<file path="src/rtl/alu_result_stage_pkg.sv">
// Shared types for the ALU result stage: opcodes, the writeback entry layout
// and the branch classifier.
package alu_result_stage_pkg;

  localparam int unsigned DEF_ROB_IDX_W = 5;

  typedef enum logic [4:0] {
    OpAdd, OpSub, OpAnd, OpOr, OpXor, OpSll, OpSrl, OpSra, OpSlt, OpSltu, OpLui,
    OpBeq, OpBne, OpBlt, OpBge, OpBltu, OpBgeu
  } instr_opcode;

  typedef struct packed {
    logic [DEF_ROB_IDX_W-1:0] rob_idx;
    logic [31:0]              value;
    logic                     rd_en;
  } alu_wb_entry_t;

  function automatic logic is_branch(instr_opcode op);
    return op inside {OpBeq, OpBne, OpBlt, OpBge, OpBltu, OpBgeu};
  endfunction

endpackage

</file>
<file path="src/rtl/alu_result_stage_if.sv">
// ALU-side input, writeback-bus output and redirect signals of the result stage.
// master = surrounding pipeline, slave = the stage itself.
interface alu_result_stage_if #(
  parameter int unsigned ROB_IDX_W = alu_result_stage_pkg::DEF_ROB_IDX_W
);
  import alu_result_stage_pkg::*;

  logic                 in_valid;
  logic                 in_ready;
  instr_opcode          in_opcode;
  logic [31:0]          in_result;
  logic                 in_br_cond;
  logic [31:0]          in_pc;
  logic [31:0]          in_imm;
  logic                 in_pred_taken;
  logic [ROB_IDX_W-1:0] in_rob_idx;
  logic                 flush;
  logic                 wb_valid;
  logic                 wb_ready;
  logic [ROB_IDX_W-1:0] wb_rob_idx;
  logic [31:0]          wb_value;
  logic                 wb_rd_en;
  logic                 redirect_valid;
  logic [31:0]          redirect_pc;
  logic [ROB_IDX_W-1:0] redirect_rob_idx;

  modport master (
    output in_valid, in_opcode, in_result, in_br_cond, in_pc, in_imm, in_pred_taken,
           in_rob_idx, flush, wb_ready,
    input  in_ready, wb_valid, wb_rob_idx, wb_value, wb_rd_en, redirect_valid,
           redirect_pc, redirect_rob_idx
  );

  modport slave (
    input  in_valid, in_opcode, in_result, in_br_cond, in_pc, in_imm, in_pred_taken,
           in_rob_idx, flush, wb_ready,
    output in_ready, wb_valid, wb_rob_idx, wb_value, wb_rd_en, redirect_valid,
           redirect_pc, redirect_rob_idx
  );

endinterface

</file>
<file path="src/rtl/alu_result_stage_sync_fifo.sv">
// Count-based synchronous FIFO with registered storage and a flush that
// drops every entry; push/pop requests are masked internally by full/empty.
module alu_result_stage_sync_fifo #(
  parameter int unsigned WIDTH = 8,
  parameter int unsigned DEPTH = 2
) (
  input  logic             i_clk,
  input  logic             i_rst,
  input  logic             i_flush,
  input  logic             i_push,
  input  logic             i_pop,
  input  logic [WIDTH-1:0] i_data,
  output logic [WIDTH-1:0] o_data,
  output logic             o_full,
  output logic             o_empty
);

  localparam int unsigned PTR_W = $clog2(DEPTH);
  localparam int unsigned CNT_W = PTR_W + 1;
  localparam logic [CNT_W-1:0] FULL_CNT = CNT_W'(DEPTH);

  logic [WIDTH-1:0] r_mem [DEPTH];
  logic [PTR_W-1:0] r_head;
  logic [PTR_W-1:0] r_tail;
  logic [CNT_W-1:0] r_count;
  logic             w_push;
  logic             w_pop;

  assign o_full  = (r_count == FULL_CNT);
  assign o_empty = (r_count == '0);
  assign w_push  = i_push && !o_full;
  assign w_pop   = i_pop && !o_empty;
  assign o_data  = r_mem[r_head];

  always_ff @(posedge i_clk or posedge i_rst) begin
    if (i_rst) begin
      r_head  <= '0;
      r_tail  <= '0;
      r_count <= '0;
      for (int i = 0; i < int'(DEPTH); i++) r_mem[i] <= '0;
    end else if (i_flush) begin
      r_head  <= '0;
      r_tail  <= '0;
      r_count <= '0;
    end else begin
      if (w_push) begin
        r_mem[r_tail] <= i_data;
        r_tail        <= r_tail + 1'b1;
      end
      if (w_pop) r_head <= r_head + 1'b1;
      case ({w_push, w_pop})
        2'b10:   r_count <= r_count + 1'b1;
        2'b01:   r_count <= r_count - 1'b1;
        default: r_count <= r_count;
      endcase
    end
  end

endmodule

</file>
<file path="src/rtl/alu_result_stage.sv">
// Execute-to-writeback stage: queues ALU results for the writeback bus and
// resolves conditional branches at capture, pulsing a redirect on mispredict.
module alu_result_stage
  import alu_result_stage_pkg::*;
#(
  parameter int unsigned ROB_IDX_W = DEF_ROB_IDX_W,
  parameter int unsigned DEPTH     = 2
) (
  input logic               clk,
  input logic               rst,
  alu_result_stage_if.slave bus
);

  localparam int unsigned ENT_W = ROB_IDX_W + 33;

  logic                 w_is_br;
  logic                 w_enq;
  logic                 w_deq;
  logic                 w_full;
  logic                 w_empty;
  logic                 w_mispredict;
  logic [31:0]          w_target;
  logic [ENT_W-1:0]     w_entry;
  logic [ENT_W-1:0]     w_head;
  logic                 r_redirect_valid;
  logic [31:0]          r_redirect_pc;
  logic [ROB_IDX_W-1:0] r_redirect_rob_idx;

  assign w_is_br      = is_branch(bus.in_opcode);
  assign w_enq        = bus.in_valid && !w_full && !bus.flush;
  assign w_deq        = !w_empty && bus.wb_ready;
  assign w_target     = bus.in_br_cond ? (bus.in_pc + bus.in_imm) : (bus.in_pc + 32'd4);
  assign w_mispredict = w_enq && w_is_br && (bus.in_br_cond != bus.in_pred_taken);
  // Layout matches alu_wb_entry_t: {rob_idx, value, rd_en}.
  assign w_entry      = {bus.in_rob_idx, (w_is_br ? 32'h0 : bus.in_result), !w_is_br};

  alu_result_stage_sync_fifo #(
    .WIDTH (ENT_W),
    .DEPTH (DEPTH)
  ) u_fifo (
    .i_clk   (clk),
    .i_rst   (rst),
    .i_flush (bus.flush),
    .i_push  (w_enq),
    .i_pop   (w_deq),
    .i_data  (w_entry),
    .o_data  (w_head),
    .o_full  (w_full),
    .o_empty (w_empty)
  );

  always_ff @(posedge clk or posedge rst) begin
    if (rst) begin
      r_redirect_valid   <= 1'b0;
      r_redirect_pc      <= '0;
      r_redirect_rob_idx <= '0;
    end else begin
      r_redirect_valid <= w_mispredict;
      if (w_mispredict) begin
        r_redirect_pc      <= w_target;
        r_redirect_rob_idx <= bus.in_rob_idx;
      end
    end
  end

  assign bus.in_ready         = !w_full;
  assign bus.wb_valid         = !w_empty;
  assign bus.wb_rob_idx       = w_head[ENT_W-1 -: ROB_IDX_W];
  assign bus.wb_value         = w_head[32:1];
  assign bus.wb_rd_en         = w_head[0];
  assign bus.redirect_valid   = r_redirect_valid;
  assign bus.redirect_pc      = r_redirect_pc;
  assign bus.redirect_rob_idx = r_redirect_rob_idx;

endmodule

</file>
<file path="src/flat_wrapper.sv">
// flat-port wrapper written by rule: the top's interface ports become plain ports
module alu_result_stage_flat import alu_result_stage_pkg::*;
#(
  parameter int unsigned ROB_IDX_W = DEF_ROB_IDX_W,
  parameter int unsigned DEPTH     = 2
)
  (clk, rst, bus_in_valid, bus_in_opcode, bus_in_result, bus_in_br_cond, bus_in_pc, bus_in_imm, bus_in_pred_taken, bus_in_rob_idx, bus_flush, bus_wb_ready, bus_in_ready, bus_wb_valid, bus_wb_rob_idx, bus_wb_value, bus_wb_rd_en, bus_redirect_valid, bus_redirect_pc, bus_redirect_rob_idx);
  alu_result_stage_if #(.ROB_IDX_W(ROB_IDX_W)) bus_i ();
  input logic clk;
  input logic rst;
  input wire logic [$bits(bus_i.in_valid)-1:0] bus_in_valid;
  input wire logic [$bits(bus_i.in_opcode)-1:0] bus_in_opcode;
  input wire logic [$bits(bus_i.in_result)-1:0] bus_in_result;
  input wire logic [$bits(bus_i.in_br_cond)-1:0] bus_in_br_cond;
  input wire logic [$bits(bus_i.in_pc)-1:0] bus_in_pc;
  input wire logic [$bits(bus_i.in_imm)-1:0] bus_in_imm;
  input wire logic [$bits(bus_i.in_pred_taken)-1:0] bus_in_pred_taken;
  input wire logic [$bits(bus_i.in_rob_idx)-1:0] bus_in_rob_idx;
  input wire logic [$bits(bus_i.flush)-1:0] bus_flush;
  input wire logic [$bits(bus_i.wb_ready)-1:0] bus_wb_ready;
  output wire logic [$bits(bus_i.in_ready)-1:0] bus_in_ready;
  output wire logic [$bits(bus_i.wb_valid)-1:0] bus_wb_valid;
  output wire logic [$bits(bus_i.wb_rob_idx)-1:0] bus_wb_rob_idx;
  output wire logic [$bits(bus_i.wb_value)-1:0] bus_wb_value;
  output wire logic [$bits(bus_i.wb_rd_en)-1:0] bus_wb_rd_en;
  output wire logic [$bits(bus_i.redirect_valid)-1:0] bus_redirect_valid;
  output wire logic [$bits(bus_i.redirect_pc)-1:0] bus_redirect_pc;
  output wire logic [$bits(bus_i.redirect_rob_idx)-1:0] bus_redirect_rob_idx;
  assign bus_i.in_valid = bus_in_valid;
  assign bus_i.in_opcode = bus_in_opcode;
  assign bus_i.in_result = bus_in_result;
  assign bus_i.in_br_cond = bus_in_br_cond;
  assign bus_i.in_pc = bus_in_pc;
  assign bus_i.in_imm = bus_in_imm;
  assign bus_i.in_pred_taken = bus_in_pred_taken;
  assign bus_i.in_rob_idx = bus_in_rob_idx;
  assign bus_i.flush = bus_flush;
  assign bus_i.wb_ready = bus_wb_ready;
  assign bus_in_ready = bus_i.in_ready;
  assign bus_wb_valid = bus_i.wb_valid;
  assign bus_wb_rob_idx = bus_i.wb_rob_idx;
  assign bus_wb_value = bus_i.wb_value;
  assign bus_wb_rd_en = bus_i.wb_rd_en;
  assign bus_redirect_valid = bus_i.redirect_valid;
  assign bus_redirect_pc = bus_i.redirect_pc;
  assign bus_redirect_rob_idx = bus_i.redirect_rob_idx;
  alu_result_stage #(.ROB_IDX_W(ROB_IDX_W), .DEPTH(DEPTH)) u_core (.clk(clk), .rst(rst), .bus(bus_i));
endmodule
</file>
<file path="config.mk">
export PLATFORM = sky130hd
export DESIGN_NAME = alu_result_stage_flat
export DESIGN_NICKNAME = d
export VERILOG_FILES = /design/src/rtl/alu_result_stage_pkg.sv /design/src/rtl/alu_result_stage_if.sv /design/src/rtl/alu_result_stage_sync_fifo.sv /design/src/rtl/alu_result_stage.sv /design/src/flat_wrapper.sv
export SDC_FILE = /design/constraint.sdc
export NUM_CORES = 1
export LEC_CHECK = 0
export CORE_UTILIZATION = 47
export CTS_CLUSTER_DIAMETER = 200
export CTS_CLUSTER_SIZE = 14
export DETAILED_ROUTE_END_ITERATION = 7
export GPL_TIMING_DRIVEN = 0
export PLACE_DENSITY = 0.77
export SLEW_MARGIN = 40
export SYNTH_ARGS = -nofsm -noshare
export SYNTH_HDL_FRONTEND = slang
export SYNTH_SLANG_ARGS = --single-unit
</file>
<file path="constraint.sdc">
create_clock -name clk -period 4.5 [get_ports clk]
set_input_delay 0.9 -clock clk [delete_from_list [all_inputs] [get_ports clk]]
set_output_delay 0.9 -clock clk [all_outputs]
set_load 0.05 [all_outputs]
</file>
### Yosys cells after proc, flatten, opt, wreduce, memory -nomap -nowiden

Cells that the tools add are included.

| word-level totals | value |
|---|---|
| bits in registers | 118 |
| output and inout port bits | 78 |
| word-level logic and storage cells | 62 |

| operators by class | value |
|---|---|
| $add $sub $neg | 6 |
| magnitude comparators | 3 |
| equal/unequal tests | 10 |
| muxes and demuxes | 14 |
| bitwise gates (word level) | 3 |
| reductions and logical operators | 18 |

Operators with widths:

| cell | count |
|---|---|
| $mux 38 | 4 |
| $bwmux 76 | 1 |
| $mux 32 | 2 |
| $demux 38 s1 | 1 |
| $add 32x3->32 const B | 1 |
| $add 32x32->32 | 1 |
| $eq 5x4->1 const B | 5 |
| $logic_and 1x1->1 | 8 |
| $reduce_bool 6->1 | 1 |
| $eq 5x5->1 const B | 1 |
| $eq 2x2->1 const B | 2 |
| $ge 2x2->1 const B | 2 |
| $logic_not 1->1 | 4 |
| $mux 1 | 4 |
| $not 1->2 | 2 |
| $pmux 2 s2 | 1 |
| $reduce_bool 2->1 | 2 |
| $reduce_bool 3->1 | 1 |
| $add 1x1->1 const B | 2 |
| $add 2x1->2 const B | 1 |
| $eq 2x1->1 const B | 1 |
| $logic_not 2->1 | 1 |
| $lt 2x1->1 const B | 1 |
| $mux 2 | 1 |
| 4 further kinds | 4 |

### Longest topological paths before layout

| depth | value |
|---|---|
| depth after elaboration | 8 |
| mapped depth | 10 |
| depth with buffers taken out | 10 |

### Modules after synthesis

Synthesis repeated with hierarchy kept, for this count alone.

| unflattened totals | value |
|---|---|
| cell total of the unflattened synthesis | 767 |
| area, all modules | 7699.9 µm² |

Modules (own cells, without submodules):

| module | instances | cells each | area each (µm²) | sequential area each (µm²) |
|---|---|---|---|---|
| alu_result_stage | 1 | 540 | 4129.0 | 950.9 |
| alu_result_stage_sync_fifo | 1 | 227 | 3570.9 | 2001.9 |

### Worst setup path before layout

No wires, ideal clock.

| path | value |
|---|---|
| path kind | input -> register |
| start | input bus_in_imm[0] |
| end | register u_core.r_redirect_pc[28] (netlist: u_core.bus.redirect_pc[28]) |
| arrival | 3146 ps |
| data required time | 4374 ps |
| setup slack | 1228 ps |
| stages | 10 |
| cell sequence | ha_1 fa_1 a21o_1 a221oi_2 o22ai_4 a41oi_4 o21ba_4 o21ai_2 mux2i_1 a221o_1 |

| between the ends | value |
|---|---|
| word-level cells in the longest chain between the ends | 2 |

Ends and longest elaborated chain:

| what | line | RTL |
|---|---|---|
| from (decl) | flat_wrapper.sv:16 | `input wire logic [$bits(bus_i.in_imm)-1:0] bus_in_imm;` |
| $add 32x32->32 | alu_result_stage.sv:32 | `assign w_target = bus.in_br_cond ? (bus.in_pc + bus.in_imm) : (bus.in_pc + 32'd4);` |
| $mux 32 | alu_result_stage.sv:32 |  |
| to (signal assigned) | alu_result_stage.sv:60 | `r_redirect_pc <= w_target;` |
| to (decl) | alu_result_stage.sv:26 | `logic [31:0] r_redirect_pc;` |

Every way passes these cells.
A chain may end at the register's enable or synchronous reset.

### Worst setup path in the final report

| path | value |
|---|---|
| start | register u_core.u_fifo.r_head |
| end | output bus_wb_value[20] |

| between the ends | value |
|---|---|
| word-level cells in the longest chain between the ends | 4 |

Ends and longest elaborated chain:

| what | line | RTL |
|---|---|---|
| from (decl) | alu_result_stage_sync_fifo.sv:23 | `logic [PTR_W-1:0] r_head;` |
| from (signal assigned) | alu_result_stage_sync_fifo.sv:50 | `if (w_pop) r_head <= r_head + 1'b1;` |
| $not 1->2 (implied by the code) | alu_result_stage_sync_fifo.sv:33 | `assign o_data = r_mem[r_head];` |
| $mux 38 (implied by the code) (3 in series) | alu_result_stage_sync_fifo.sv:33 |  |
| to (decl) | flat_wrapper.sv:24 | `output wire logic [$bits(bus_i.wb_value)-1:0] bus_wb_value;` |

Every way passes these cells. The select of a mux whose other input is x is not followed.

==> summary.md <==
| Metric | Value |
|---|---|
| Max-cap violations | 0 |
| Critical path class | reg -> out |
| Worst VDD drop | 282 uV |
| Syn avg cell area | 8.88 um2 |
| IO Pins | approximately 190 |
| Root Buffer | clkbuf_16 |
| Share of layout cells above drive strength 1 | 10.9% |
| Worst Skew | about 0.0095 ns |
| Yosys warnings | 0 |
| Clock Latency Late Sink | 0.41 ns |
| Flops & latches, synth | around 120 |
| Final nets | between 1000 and 1500 |
| PD cells | between 400 and 500 nW/um2 |
| Port bufs | 189 |
| Min-delay worst type | reg -> reg |
| Clk pwr share | around 30% |
| Placed cell area | around 9600 um2 |
| Worst Path Arrival | around 2.9 ns |
| Total GRT Usage | 26.4% |
| Clock Path Buffers | 2 |
| Period utilisation layout | a little over four fifths |
| Most frequent cells in the layout | clkdlybuf4s50_1 (189), nand2_1 (165), dfrtp_1 (118) |
| GR Overflow Total | 0 |
| Worst Setup End Kind | output pin |
| Cell chain of the critical path | clkbuf_1 -> clkbuf_1 -> mux2_2 -> clkdlybuf4s50_1 |
| Asr flop ratio synth | 100% |
| Status | completed |
| Netlist cell types | 67 |
| CP startpoint | u_core.u_fifo.r_head |
| Most used cell, CP | clkbuf_1 |
| Slew headroom | ~58% |
| Post-Syn Area | approximately 7400 um2 |
| TritonCTS clock tree | built |
| Chip width | between 100 and 150 um |
| Area growth, synth to finish | 38.2% |
| Routed vias | approximately 6900 |
| CTS sink count | about 120 |
| Sw Share | a little under two fifths |
| Initial antenna violation count | 0 |
| CP required | about 3.6 ns |
| Post-CTS setup buffers | 0 |
| FF-to-FF Start | u_core.u_fifo.r_count[0] |
| Hold path start | u_core.u_fifo.r_mem[15] |
| CP max-delay cell | clkdlybuf4s50_1 |
| Pwr Total | 4890 uW |
| Largest net degree at the start of global routing | 75 |
| Vias per cell | about 5.4 |
| DIE AREA | around 16000 um2 |
| Flop pwr share | 30.6% |
| Commonest non-fill, non-tap cell in the layout | clkdlybuf4s50_1 |
| Min cycle time layout | 3.78 ns |
| Core area | between 15000 and 20000 um2 |
| DRC | 0 |
| FF-to-FF setup slack | around 2.3 ns |
| First-pass GRT wire length | 33700 um |
| Static Leak | between 0.004 and 0.005 uW |
| Synth Flop Type | dfrtp_1 |
| Mapped Cells | between 800 and 900 |
| Endpoints failing hold | 0 |
| Internal power | about 3000 uW |
| Clk slew on worst S/H paths | about 0.05 ns |
| FMAX | ~260 MHz |
| Die Y | 127 um |
| DRT Wirelength | between 20000 and 25000 um |
| Rows | 45 |
| CP max stage delay | between 0.7 and 0.8 ns |
| DRT iter0 DRCs | between 400 and 500 |
| Initial DRT Pass Iterations | 5 |
| Psw | roughly 1800 uW |
| Final Cell Area | between 10000 and 15000 um2 |
| H-tree levels | 4 |
| Wire length per cell | 16.3 um |
| Worst-Margin Slew | approximately 0.64 ns |
| Sequential-to-total area share from yosys stat | 39.9% |
| Combinational power share | between 30 and 40% |
| CP Max Fanout | 10 |
| Vias in the first global route | 6668 |
| RSZ-0062 raised after global routing | false |
| Top cell family by delay on the critical path | buffers and inverters |
| Routed Antenna Nets | 0 |
| EDFF count, synth | 0 |
| Initial Utilization | 48.5% |
| Ant diodes | 0 |
| Post-CTS sizing | 0 |
| Endpoints failing setup | 0 |
| Critical Path Source Type | flop |
| Syn nets | between 900 and 1000 |
| CTS Buf Count | 17 |
| Cts hold-fix bufs | 0 |
| Slew Viols, Final | 0 |
| CP bufs+invs | 3 |
| RD Place Congestion | about 0.9 |
| Dpl hpwl | 15500 um |
## synthesized netlist by cell type (all sizes together) (2+ instances only)
master	instances	area [um2]
a211o	2	17.5
a211oi	5	42.5
a21o	15	116
a21oi	53	269
a221o	3	30.0
a221oi	3	32.5
a22oi	3	22.5
a311oi	2	17.5
a31oi	6	37.5
and2	4	27.5
and3	15	97.6
and4	2	17.5
buf	5	36.3
clkbuf	36	165
dfrtp	118	2950
ha	32	400
inv	12	45.0
mux2	51	574
mux2i	7	70.1
nand2	165	619
nand2b	2	12.5
nand3	18	90.1
nand3b	2	15.0
nand4	5	31.3
nor2	53	199
nor3	13	70.1
nor3b	2	20.0
o211ai	5	37.5
o21a	3	22.5
o21ai	109	553
o21bai	8	63.8
o41ai	2	17.5
or3	5	31.3
xnor2	28	245
xor2	22	193
## metal layers
layer | up-vias | GRT usage, % | share of wire [%]
met5 | - | 0 | 0.029
li1 | 3369 | - | -
met3 | 36 | 4.90 | 6.0
met1 | 3215 | 34.9 | 45
met4 | 2 | 8.54 | 1.9
met2 | 259 | 43.8 | 47
## final timing paths
kind / to / cells after the start
worst max-delay path: bus_wb_value[20] / 4
worst min-delay path: u_core.u_fifo.r_mem[15] / 2
worst max register to register: u_core.bus.redirect_pc[30] / 8
worst min register to register: u_core.u_fifo.r_mem[15] / 2
max in group asynchronous: u_core.u_fifo.r_mem[75] / 3
min in group asynchronous: u_core.bus.redirect_rob_idx[0] / 2
## cell type report
| type | instances | area [um2] |
|---|---|---|
| Buffer | 42 | 213 |
| Clock buffer | 23 | 478 |
| Clock inverter | 8 | 146 |
| Fill cell | 1256 | 5030 |
| Inverter | 12 | 52.6 |
| Multi-Input combinational cell | 661 | 4200 |
| Sequential cell | 118 | 2950 |
| Tap cell | 211 | 264 |
| Timing Repair Buffer | 190 | 1920 |
## cell families after synthesis
family,synth area share (%)
AO/OA/AOI/OAI,19.1
XOR/XNOR,5.92
adder cells (fa/ha/maj),5.68
buffers and inverters,3.48
flip-flops,39.9
multiplexers,8.71
AND/OR/NAND/NOR,17.1
## worst register-to-register path: cells and delay by family, from the launching register on
| kind | cells | cell delay, ns |
|---|---|---|
| and+or+nand+nor | 4 | 0.97 |
| DFF | 1 | 0.40 |
| AOI/OAI and AO/OA | 2 | 0.46 |
| buffers and inverters | 2 | 0.32 |
## registers in the layout, indices dropped and copies added, names as in the netlist
signal,cells
u_core.bus.redirect_rob_idx,5
u_core.u_fifo.r_tail,1
u_core.u_fifo.r_head,1
u_core.bus.redirect_pc,32
u_core.u_fifo.r_mem,76
u_core.bus.redirect_valid,1
u_core.u_fifo.r_count,2
## power by group through the flow
stage | Sequential, uW | Combinational (uW) | Clock, uW
after CTS | 1490 | 1960 | 1450
after global routing | 1530 | 2080 | 1500
after detailed placement | 1510 | 1940 | 0
after floorplan | 1840 | 946 | 0
after global placement | 1500 | 1920 | 0
final | 1500 | 1950 | 1450
## through the flow
| stage | util, % | setup slack [ns] | cells | setup TNS [ns] | hold slack (ns) |
|---|---|---|---|---|---|
| 2_1_floorplan | - | 0.471 | 833 | 0 | 0.444 |
| 6_report | 67.0 | 0.724 | 1265 | 0 | 0.473 |
| 3_5_place_dp | 62.8 | 0.519 | 1234 | 0 | 0.466 |
| 4_1_cts | 66.9 | 0.663 | 1265 | 0 | 0.478 |
| 5_1_grt | 67.0 | 0.567 | 1265 | 0 | 0.500 |
| 3_3_place_gp | 62.6 | -1.25 | 1233 | -146.78 | 0.456 |
No activity file was read; power rests on OpenSTA's default activity.
